<file path="config.mk">
export PLATFORM = sky130hd
export DESIGN_NAME = regfile_sb_flat
export DESIGN_NICKNAME = d
export VERILOG_FILES = /design/src/rtl/regfile_sb_if.sv /design/src/rtl/regfile_sb.sv /design/src/flat_wrapper.sv
export SDC_FILE = /design/constraint.sdc
export NUM_CORES = 2
export LEC_CHECK = 0
export ABC_CLOCK_PERIOD_IN_PS = 5000
export CORE_ASPECT_RATIO = 1.75
export CORE_MARGIN = 2
export CORE_UTILIZATION = 32
export CTS_CLUSTER_DIAMETER = 30
export DETAILED_ROUTE_END_ITERATION = 10
export GPL_TIMING_DRIVEN = 0
export PLACE_DENSITY = 0.59
export SETUP_SLACK_MARGIN = 0.2
export SLEW_MARGIN = 10
export SYNTH_ARGS = -nofsm -noshare
export SYNTH_HDL_FRONTEND = slang
export SYNTH_SLANG_ARGS = --single-unit
</file>
<file path="constraint.sdc">
create_clock -name clk -period 5 [get_ports clk]
set_input_delay 0.5 -clock clk [delete_from_list [all_inputs] [get_ports clk]]
set_output_delay 0.5 -clock clk [all_outputs]
set_load 0.02 [all_outputs]
</file>
<file path="src/rtl/regfile_sb_if.sv">
// Decode/WB-facing bundle for the integer register file: write-back,
// two read ports, issue marking, and the scoreboard status outputs.
interface regfile_sb_if #(
  parameter int DATA_W = 32,
  parameter int ADDR_W = 5
);
  logic              we;
  logic [ADDR_W-1:0] waddr;
  logic [DATA_W-1:0] wdata;
  logic              re1;
  logic [ADDR_W-1:0] raddr1;
  logic [DATA_W-1:0] rdata1;
  logic              re2;
  logic [ADDR_W-1:0] raddr2;
  logic [DATA_W-1:0] rdata2;
  logic              issue_valid;
  logic [ADDR_W-1:0] issue_waddr;
  logic              busy1;
  logic              busy2;
  logic              sb_err;

  modport master (
    output we, waddr, wdata, re1, raddr1, re2, raddr2, issue_valid, issue_waddr,
    input  rdata1, rdata2, busy1, busy2, sb_err
  );

  modport slave (
    input  we, waddr, wdata, re1, raddr1, re2, raddr2, issue_valid, issue_waddr,
    output rdata1, rdata2, busy1, busy2, sb_err
  );
endinterface

</file>
<file path="src/rtl/regfile_sb.sv">
// Integer register file with WB bypass and a per-register pending-write
// scoreboard that drives decode's stall/forward decision.
module regfile_sb_rdport #(
  parameter int DATA_W = 32,
  parameter int ADDR_W = 5,
  parameter int CNT_W  = 2
) (
  input  logic              rst_i,
  input  logic              re_i,
  input  logic [ADDR_W-1:0] raddr_i,
  input  logic              we_i,
  input  logic [ADDR_W-1:0] waddr_i,
  input  logic [DATA_W-1:0] wdata_i,
  input  logic [DATA_W-1:0] rval_i,
  input  logic [CNT_W-1:0]  cnt_i,
  output logic [DATA_W-1:0] rdata_o,
  output logic              busy_o
);
  logic hit, wb_match;

  assign hit      = !rst_i && re_i && (raddr_i != '0);
  assign wb_match = we_i && (waddr_i == raddr_i);

  assign rdata_o = !hit     ? '0      :
                   wb_match ? wdata_i : rval_i;

  // The last outstanding write committing now is already forwarded.
  assign busy_o = hit && (cnt_i != '0) &&
                  !(wb_match && (cnt_i == CNT_W'(1)));
endmodule

module regfile_sb #(
  parameter int DATA_W = 32,
  parameter int ADDR_W = 5,
  parameter int CNT_W  = 2
) (
  input  logic clk,
  input  logic rst,
  regfile_sb_if.slave bus
);
  localparam int NREG = 1 << ADDR_W;
  localparam logic [CNT_W-1:0] CNT_MAX = {CNT_W{1'b1}};

  logic [NREG-1:0][DATA_W-1:0] mem_q, mem_d;
  logic [NREG-1:0][CNT_W-1:0]  cnt_q, cnt_d;
  logic                        err_q, err_d;

  logic wr_en, iss_en, same_reg;

  assign wr_en    = bus.we && (bus.waddr != '0);
  assign iss_en   = bus.issue_valid && (bus.issue_waddr != '0);
  assign same_reg = wr_en && iss_en && (bus.waddr == bus.issue_waddr);

  always_comb begin
    mem_d = mem_q;
    cnt_d = cnt_q;
    err_d = err_q;
    if (wr_en) mem_d[bus.waddr] = bus.wdata;
    // Issue and commit on one register cancel out.
    if (!same_reg) begin
      if (iss_en) begin
        if (cnt_q[bus.issue_waddr] == CNT_MAX) err_d = 1'b1;
        else cnt_d[bus.issue_waddr] = cnt_q[bus.issue_waddr] + 1'b1;
      end
      if (wr_en) begin
        if (cnt_q[bus.waddr] == '0) err_d = 1'b1;
        else cnt_d[bus.waddr] = cnt_q[bus.waddr] - 1'b1;
      end
    end
  end

  always_ff @(posedge clk) begin
    if (rst) begin
      mem_q <= '0;
      cnt_q <= '0;
      err_q <= 1'b0;
    end else begin
      mem_q <= mem_d;
      cnt_q <= cnt_d;
      err_q <= err_d;
    end
  end

  logic [1:0]             rd_re;
  logic [1:0][ADDR_W-1:0] rd_addr;
  logic [1:0][DATA_W-1:0] rd_data;
  logic [1:0]             rd_busy;

  assign rd_re   = {bus.re2, bus.re1};
  assign rd_addr = {bus.raddr2, bus.raddr1};

  for (genvar g = 0; g < 2; g++) begin : g_rd
    regfile_sb_rdport #(
      .DATA_W(DATA_W), .ADDR_W(ADDR_W), .CNT_W(CNT_W)
    ) u_rd (
      .rst_i   (rst),
      .re_i    (rd_re[g]),
      .raddr_i (rd_addr[g]),
      .we_i    (bus.we),
      .waddr_i (bus.waddr),
      .wdata_i (bus.wdata),
      .rval_i  (mem_q[rd_addr[g]]),
      .cnt_i   (cnt_q[rd_addr[g]]),
      .rdata_o (rd_data[g]),
      .busy_o  (rd_busy[g])
    );
  end

  assign bus.rdata1 = rd_data[0];
  assign bus.rdata2 = rd_data[1];
  assign bus.busy1  = rd_busy[0];
  assign bus.busy2  = rd_busy[1];
  assign bus.sb_err = err_q;
endmodule

</file>
<file path="src/flat_wrapper.sv">
// flat-port wrapper written by rule: the top's interface ports become plain ports
module regfile_sb_flat 
#(
  parameter int DATA_W = 32,
  parameter int ADDR_W = 5,
  parameter int CNT_W  = 2
)
  (clk, rst, bus_we, bus_waddr, bus_wdata, bus_re1, bus_raddr1, bus_re2, bus_raddr2, bus_issue_valid, bus_issue_waddr, bus_rdata1, bus_rdata2, bus_busy1, bus_busy2, bus_sb_err);
  regfile_sb_if #(.DATA_W(DATA_W), .ADDR_W(ADDR_W)) bus_i ();
  input  logic clk;
  input  logic rst;
  input wire logic [$bits(bus_i.we)-1:0] bus_we;
  input wire logic [$bits(bus_i.waddr)-1:0] bus_waddr;
  input wire logic [$bits(bus_i.wdata)-1:0] bus_wdata;
  input wire logic [$bits(bus_i.re1)-1:0] bus_re1;
  input wire logic [$bits(bus_i.raddr1)-1:0] bus_raddr1;
  input wire logic [$bits(bus_i.re2)-1:0] bus_re2;
  input wire logic [$bits(bus_i.raddr2)-1:0] bus_raddr2;
  input wire logic [$bits(bus_i.issue_valid)-1:0] bus_issue_valid;
  input wire logic [$bits(bus_i.issue_waddr)-1:0] bus_issue_waddr;
  output wire logic [$bits(bus_i.rdata1)-1:0] bus_rdata1;
  output wire logic [$bits(bus_i.rdata2)-1:0] bus_rdata2;
  output wire logic [$bits(bus_i.busy1)-1:0] bus_busy1;
  output wire logic [$bits(bus_i.busy2)-1:0] bus_busy2;
  output wire logic [$bits(bus_i.sb_err)-1:0] bus_sb_err;
  assign bus_i.we = bus_we;
  assign bus_i.waddr = bus_waddr;
  assign bus_i.wdata = bus_wdata;
  assign bus_i.re1 = bus_re1;
  assign bus_i.raddr1 = bus_raddr1;
  assign bus_i.re2 = bus_re2;
  assign bus_i.raddr2 = bus_raddr2;
  assign bus_i.issue_valid = bus_issue_valid;
  assign bus_i.issue_waddr = bus_issue_waddr;
  assign bus_rdata1 = bus_i.rdata1;
  assign bus_rdata2 = bus_i.rdata2;
  assign bus_busy1 = bus_i.busy1;
  assign bus_busy2 = bus_i.busy2;
  assign bus_sb_err = bus_i.sb_err;
  regfile_sb #(.DATA_W(DATA_W), .ADDR_W(ADDR_W), .CNT_W(CNT_W)) u_core (.clk(clk), .rst(rst), .bus(bus_i));
endmodule
</file>
==> Word-level counts from Yosys, hierarchy flattened <==
Index checks and enable logic that the tools add are counted.
W data, S select, Z words.
{ "totals": {"reg_bits": 1089, "inputBits": 58} }
{ "classes": {"n_reduce_logical": 28, "eq_ne": 6, "order_cmp": 6, "n_mux": 34, "n_addsub": 2} }
{ "op_table": {"columns": ["op", "n"], "rows": [
  ["$bwmux W1024", 1],
  ["$bmux W32 S5", 2],
  ["$mux W64", 5],
  ["$mux W32", 7],
  ["$demux W32 S5", 1],
  ["$bwmux W64", 2],
  ["$bmux W2 S5", 4],
  ["$lt A5 B6 Y1 const B", 4],
  ["$demux W2 S5", 2],
  ["$reduce_bool A5 Y1", 4],
  ["$logic_and A1 B1 Y1", 18],
  ["$eq A5 B5 Y1", 3],
  ["$mux W2", 6],
  ["$ge A5 B1 Y1 const B", 2],
  ["$eq A2 B1 Y1 const B", 2],
  ["$mux W1", 4],
  ["$reduce_bool A2 Y1", 2],
  ["$logic_not A1 Y1", 3],
  ["$add A2 B1 Y2 const B", 1],
  ["$eq A2 B2 Y1 const B", 1],
  ["$logic_not A2 Y1", 1],
  ["$sub A2 B1 Y2 const B", 1]
]} }

==> Depth between registers and ports, before layout <==
{ "logic_depth": {"ltp_word": 11, "depth_mapped": 16} }

==> By module <==
From an unflattened synthesis, not the netlist that was laid out.
{ "unflattened": {"hier_cells": 6301, "area_unflattened_um2": 58128.2} }
{ "modules_own_cells": {"columns": ["mod", "seq_area_each_um2", "n_inst", "area_per_inst_um2", "cells_each"], "rows": [
  ["regfile_sb", 21800.9, 1, 56787.0, 6045],
  ["regfile_sb_rdport", 0.0, 2, 670.6, 128]
]} }

==> Least setup slack after synthesis <==
OpenSTA, ideal clock, no wires.
{ "synth_timing": {"path_kind": "input-to-reg", "start": "input bus_issue_waddr[0]", "end": "register u_core.cnt_q[40] in the netlist's numbering", "stages": 16, "setup_ns": 0.095, "path_slack_ns": 1.401, "path_buffers": 4, "arrival_time_ns": 3.504, "cell_sequence": "buf_4 > clkbuf_8 > buf_4 > mux4_2 > mux2i_1 > nor3_1 > a31oi_1 > nand3_1 > ha_1 > or3b_1 > or3_1 > buf_2 > o22ai_1 > a21oi_1 > or2_1 > a221oi_1"} }
{ "synth_between": {"elab_chain_cells": 11} }
{ "synth_lines": {"columns": ["item", "line_no", "text"], "rows": [
  ["start, declared", "flat_wrapper.sv:20", "input wire logic [$bits(bus_i.issue_waddr)-1:0] bus_issue_waddr;"],
  ["$lt A5 B6 Y1 (not written as such) / $ge A5 B1 Y1 (equally long branches)", "regfile_sb.sv:63", "else cnt_d[bus.issue_waddr] = cnt_q[bus.issue_waddr] + 1'b1;"],
  ["$logic_and A1 B1 Y1 (not written as such)", "regfile_sb.sv:63", null],
  ["$mux W2 (not written as such)", "regfile_sb.sv:63", null],
  ["$demux W2 S5", null, null],
  ["$bwmux W64", "regfile_sb.sv:63", null],
  ["$mux W64", "regfile_sb.sv:62", "if (cnt_q[bus.issue_waddr] == CNT_MAX) err_d = 1'b1;"],
  ["$mux W64", "regfile_sb.sv:61", "if (iss_en) begin"],
  ["$mux W64", "regfile_sb.sv:60", "if (!same_reg) begin"],
  ["$bwmux W64", "regfile_sb.sv:67", "else cnt_d[bus.waddr] = cnt_q[bus.waddr] - 1'b1;"],
  ["$mux W64", "regfile_sb.sv:66", "if (cnt_q[bus.waddr] == '0) err_d = 1'b1;"],
  ["$mux W64", "regfile_sb.sv:65", "if (wr_en) begin"],
  ["end signal, assigned", "regfile_sb.sv:79", "cnt_q <= cnt_d;"],
  ["end, declared", "regfile_sb.sv:45", "logic [NREG-1:0][CNT_W-1:0] cnt_q, cnt_d;"]
]} }
Parallel ways exist; a longest one is shown, timed or not. The select of a mux whose other input is x is not followed.
A chain may end at the register's enable or synchronous reset.

==> Final worst setup path <==
{ "layout_timing": {"start": "input bus_raddr1[3]", "end": "output bus_rdata1[27]"} }
{ "layout_between": {"elab_chain_cells": 4} }
{ "layout_lines": {"columns": ["item", "line_no", "text"], "rows": [
  ["start, declared", "flat_wrapper.sv:16", "input wire logic [$bits(bus_i.raddr1)-1:0] bus_raddr1;"],
  ["$bmux W32 S5 / $eq A5 B5 Y1 (equally long branches)", "regfile_sb.sv:102, regfile_sb.sv:22", null],
  ["$mux W32 (not written as such) / $logic_and A1 B1 Y1 (equally long branches)", "regfile_sb.sv:102, regfile_sb.sv:22", null],
  ["$mux W32", "regfile_sb.sv:25", "wb_match ? wdata_i : rval_i;"],
  ["$mux W32 (*)", "regfile_sb.sv:24", "assign rdata_o = !hit ? '0 :"],
  ["end, declared", "flat_wrapper.sv:21", "output wire logic [$bits(bus_i.rdata1)-1:0] bus_rdata1;"]
]} }
Every way passes the cells marked *; elsewhere a longest branch is shown, timed or not. The select of a mux whose other input is x is not followed.

==> flow_summary_export.csv <==
group,metric,value,unit
drt,dr.pass1.iters,8,
power_and_ir_drop,total_power,29.0,mW
placement,port_buffers,85,
drt,wl_per_cell,44.1,um
floorplanning,die-area,0.188,mm^2
layout,syn_to_final_growth,23.6,%
layout,layout-drive-gt1-share,16.2,%
synth,async_reset_ff_share,0,%
global_routing,grt.overflow.total,0,
layout,final_common_cell,"nand2_1",
timing,setup_ws,-87.4,ps
cts,clk_pin_slew,50,ps
power_and_ir_drop,powerDensity,397,mW/mm^2
synth,synth_top_cell_area_share,36.9,%
global_routing,grt_usage,45.9,%
floorplanning,die_x,329,um
layout,fillCellCount,18669,
floorplanning,die_h,572,um
layout,fin_util,39.8,%
synth,ys.flop_type,"dfxtp_1",
layout,layout.area.seq,0.0218,mm^2
placement,dpl.cell_count,9567,
placement,place_ws,-1460,ps
cts,clk_latency,910,ps
cts,cts_tree,"built",
outcome,status,"finished, violations left",
critical_path,cp-end-kind,"primary output",
timing,fin_skew,30.6,ps
critical_path,path_class,"in2out",
synth,synth_cells,7051,
cts,h-tree-depth,4,
synth,synth_area,0.0590,mm^2
placement,place_hpwl,335,mm
synth,yosysTopAreaCell,"dfxtp_1",
critical_path,crit_path_max_fanout,10,
critical_path,r2r_end,"u_core.cnt_q[15]",
placement,place_congestion,1.13,
drt,via_count,65805,
global_routing,antenna_found_initial,58,
timing,period_share,102,%
cts,clk_path_buf_depth,4,
power_and_ir_drop,p_leak,24.5,nW
min_path,hp-class,"in2reg",
critical_path,reg2reg_depth,12,
timing,slew_headroom,-3.32,%
synth,syn_area_per_cell,8.37,um^2
critical_path,worstPathRequired,4500,ps
drt,drt-total-wl,442,mm
synth,syn-num-nets,7111,
layout,final_cell_mix,"nand2_1, dfxtp_1, a21oi_1",
synth,netlist_top_cells_area,"dfxtp_1, nand2_1, mux4_2",
cts,cts_inserted_buffers,239,
flow_run,cap_violations,3,
timing,worstMarginPinSlew,1550,ps
synth,synth_warnings,0,
critical_path,critPathLaunchType,"input port",
cts,cts_root_buf,"clkbuf_16",
cts,clock_sinks,1089,
critical_path,cp.arrival,4590,ps
layout,multiInputGateArea,0.0347,mm^2
floorplanning,ios,125,
layout,stdcell_count,10037,
global_routing,grt_pass1_wl,572,mm
drt,vias_per_cell,6.56,
drt,ant_nets,0,
drt,first_iter_violations,9855,
synth,synth_seq_cells,1089,
timing,report.final.hold_viol_count,0,
cts,holdBufCountCts,0,
timing,min_period,5090,ps
timing,finalSetupViolations,9,
global_routing,first_global_vias,60981,
power_and_ir_drop,ir_drop,0.267,mV
global_routing,grt_start_max_net_pins,17,
layout,final_nets,7460,
outcome,violations,"max-capacitance violations, max-slew violations, negative setup slack",
critical_path,endpoint,"bus_rdata1[27]",
critical_path,r2r-start,"u_core.cnt_q[48]",
timing,fmax,197,MHz
synth,synth_edf_count,0,
timing,slew_violations,33,
floorplanning,row_count,208,
synth,ys_seq_area_share,36.9,%
synth,ys_types,81,
critical_path,critPathLaunch,"bus_raddr1[3]",
floorplanning,start_util,32.2,%
timing,rsz0062_at_grt,"yes",
critical_path,r2r_setup_slack,570,ps
drt,drc,0,
floorplanning,core_area,0.183,mm^2
stage by stage:
stage / setup TNS, ps / instance area, um^2 / hold WS [ps]
after floorplan: 0 / 59000 / 443
after CTS: 0 / 72500 / 11.3
after global routing: 0 / 72900 / 49.8
after detailed placement: -73440 / 63200 / 458
after global placement: -98760 / 62900 / 448
final: -310 / 73000 / 35.6
layer usage:
layer | vias to the layer above | GRT usage, % | part of all wire (%)
li1 | 25918 | - | -
met1 | 32043 | 47.9 | 32
met2 | 5634 | 69.0 | 43
met3 | 2174 | 16.9 | 12
met4 | 36 | 47.8 | 13
met5 | - | 0 | 0.056
synth_stat cells (all sizes together) (8+ instances only):
cell type,number
o2111a,27
nor3,26
a22oi,107
o211ai,57
nor2b,45
mux2i,565
inv,18
and2,16
xor2,8
nand3b,12
o221ai,9
o22ai,46
o31ai,8
a211oi,9
buf,188
nor2,199
a21oi,1076
clkbuf,576
or2,17
dfxtp,1089
nand3,63
mux4,309
nand2,2060
a221oi,310
o21ai,117
what timing repair did:
action / 4_1_cts / 5_1_grt
cloned: 0 / 0
setup buffers: 4 / 2
setup endpoints to repair: 66 / 56
pin swaps: 6 / 9
resized for setup: 260 / 78
final cells by class:
class	count	area share (%)
sequential	1089	29.9
buffer	764	5.20
inverter	18	0.0926
tap	2415	4.14
timing repair buffer	108	1.61
clock inverter	142	2.47
clock buffer	291	8.91
multi-input combinational	5180	47.6
antenna	30	0.103
power breakdown:
| part | total, mW | internal (mW) | switching (mW) |
|---|---|---|---|
| logic | 3.46 | 0.763 | 2.70 |
| clock network | 16.7 | 10.8 | 5.86 |
| registers | 8.84 | 8.76 | 0.0765 |
worst min path at each step:
stage	start	to	cells past startpoint
2_1_floorplan	u_core.mem_q[192]	u_core.mem_q[192]	2
3_3_place_gp	u_core.mem_q[224]	u_core.mem_q[224]	2
3_5_place_dp	u_core.mem_q[733]	u_core.mem_q[733]	2
4_1_cts	bus_wdata[25]	u_core.mem_q[985]	3
5_1_grt	bus_wdata[25]	u_core.mem_q[985]	3
6_report	bus_wdata[25]	u_core.mem_q[985]	3
registers in the layout, indices dropped and copies added (netlist names):
signal             flops
u_core.cnt_q          64
u_core.mem_q        1024
u_core.bus.sb_err      1
critical path, stage by stage:
cell and delay (ps):
dlygate4sd2_1 590, buf_2 380, clkbuf_2 600, clkbuf_1 960, a221oi_1 190, a21oi_1 210, nor2_1 100, nor2_1 340
clkdlybuf4s50_1 690
cells by family after synthesis:
logic type      Yosys count  synth area share (%)
mux                     876                  21.4
buf+inv                 782                  5.78
fa+ha+maj                 2                0.0424
compound gates         1797                  18.7
xor+xnor                 15                 0.223
simple gates           2490                  16.9
flops                  1089                  36.9
Note: power is estimated with default switching activity, not from simulation.
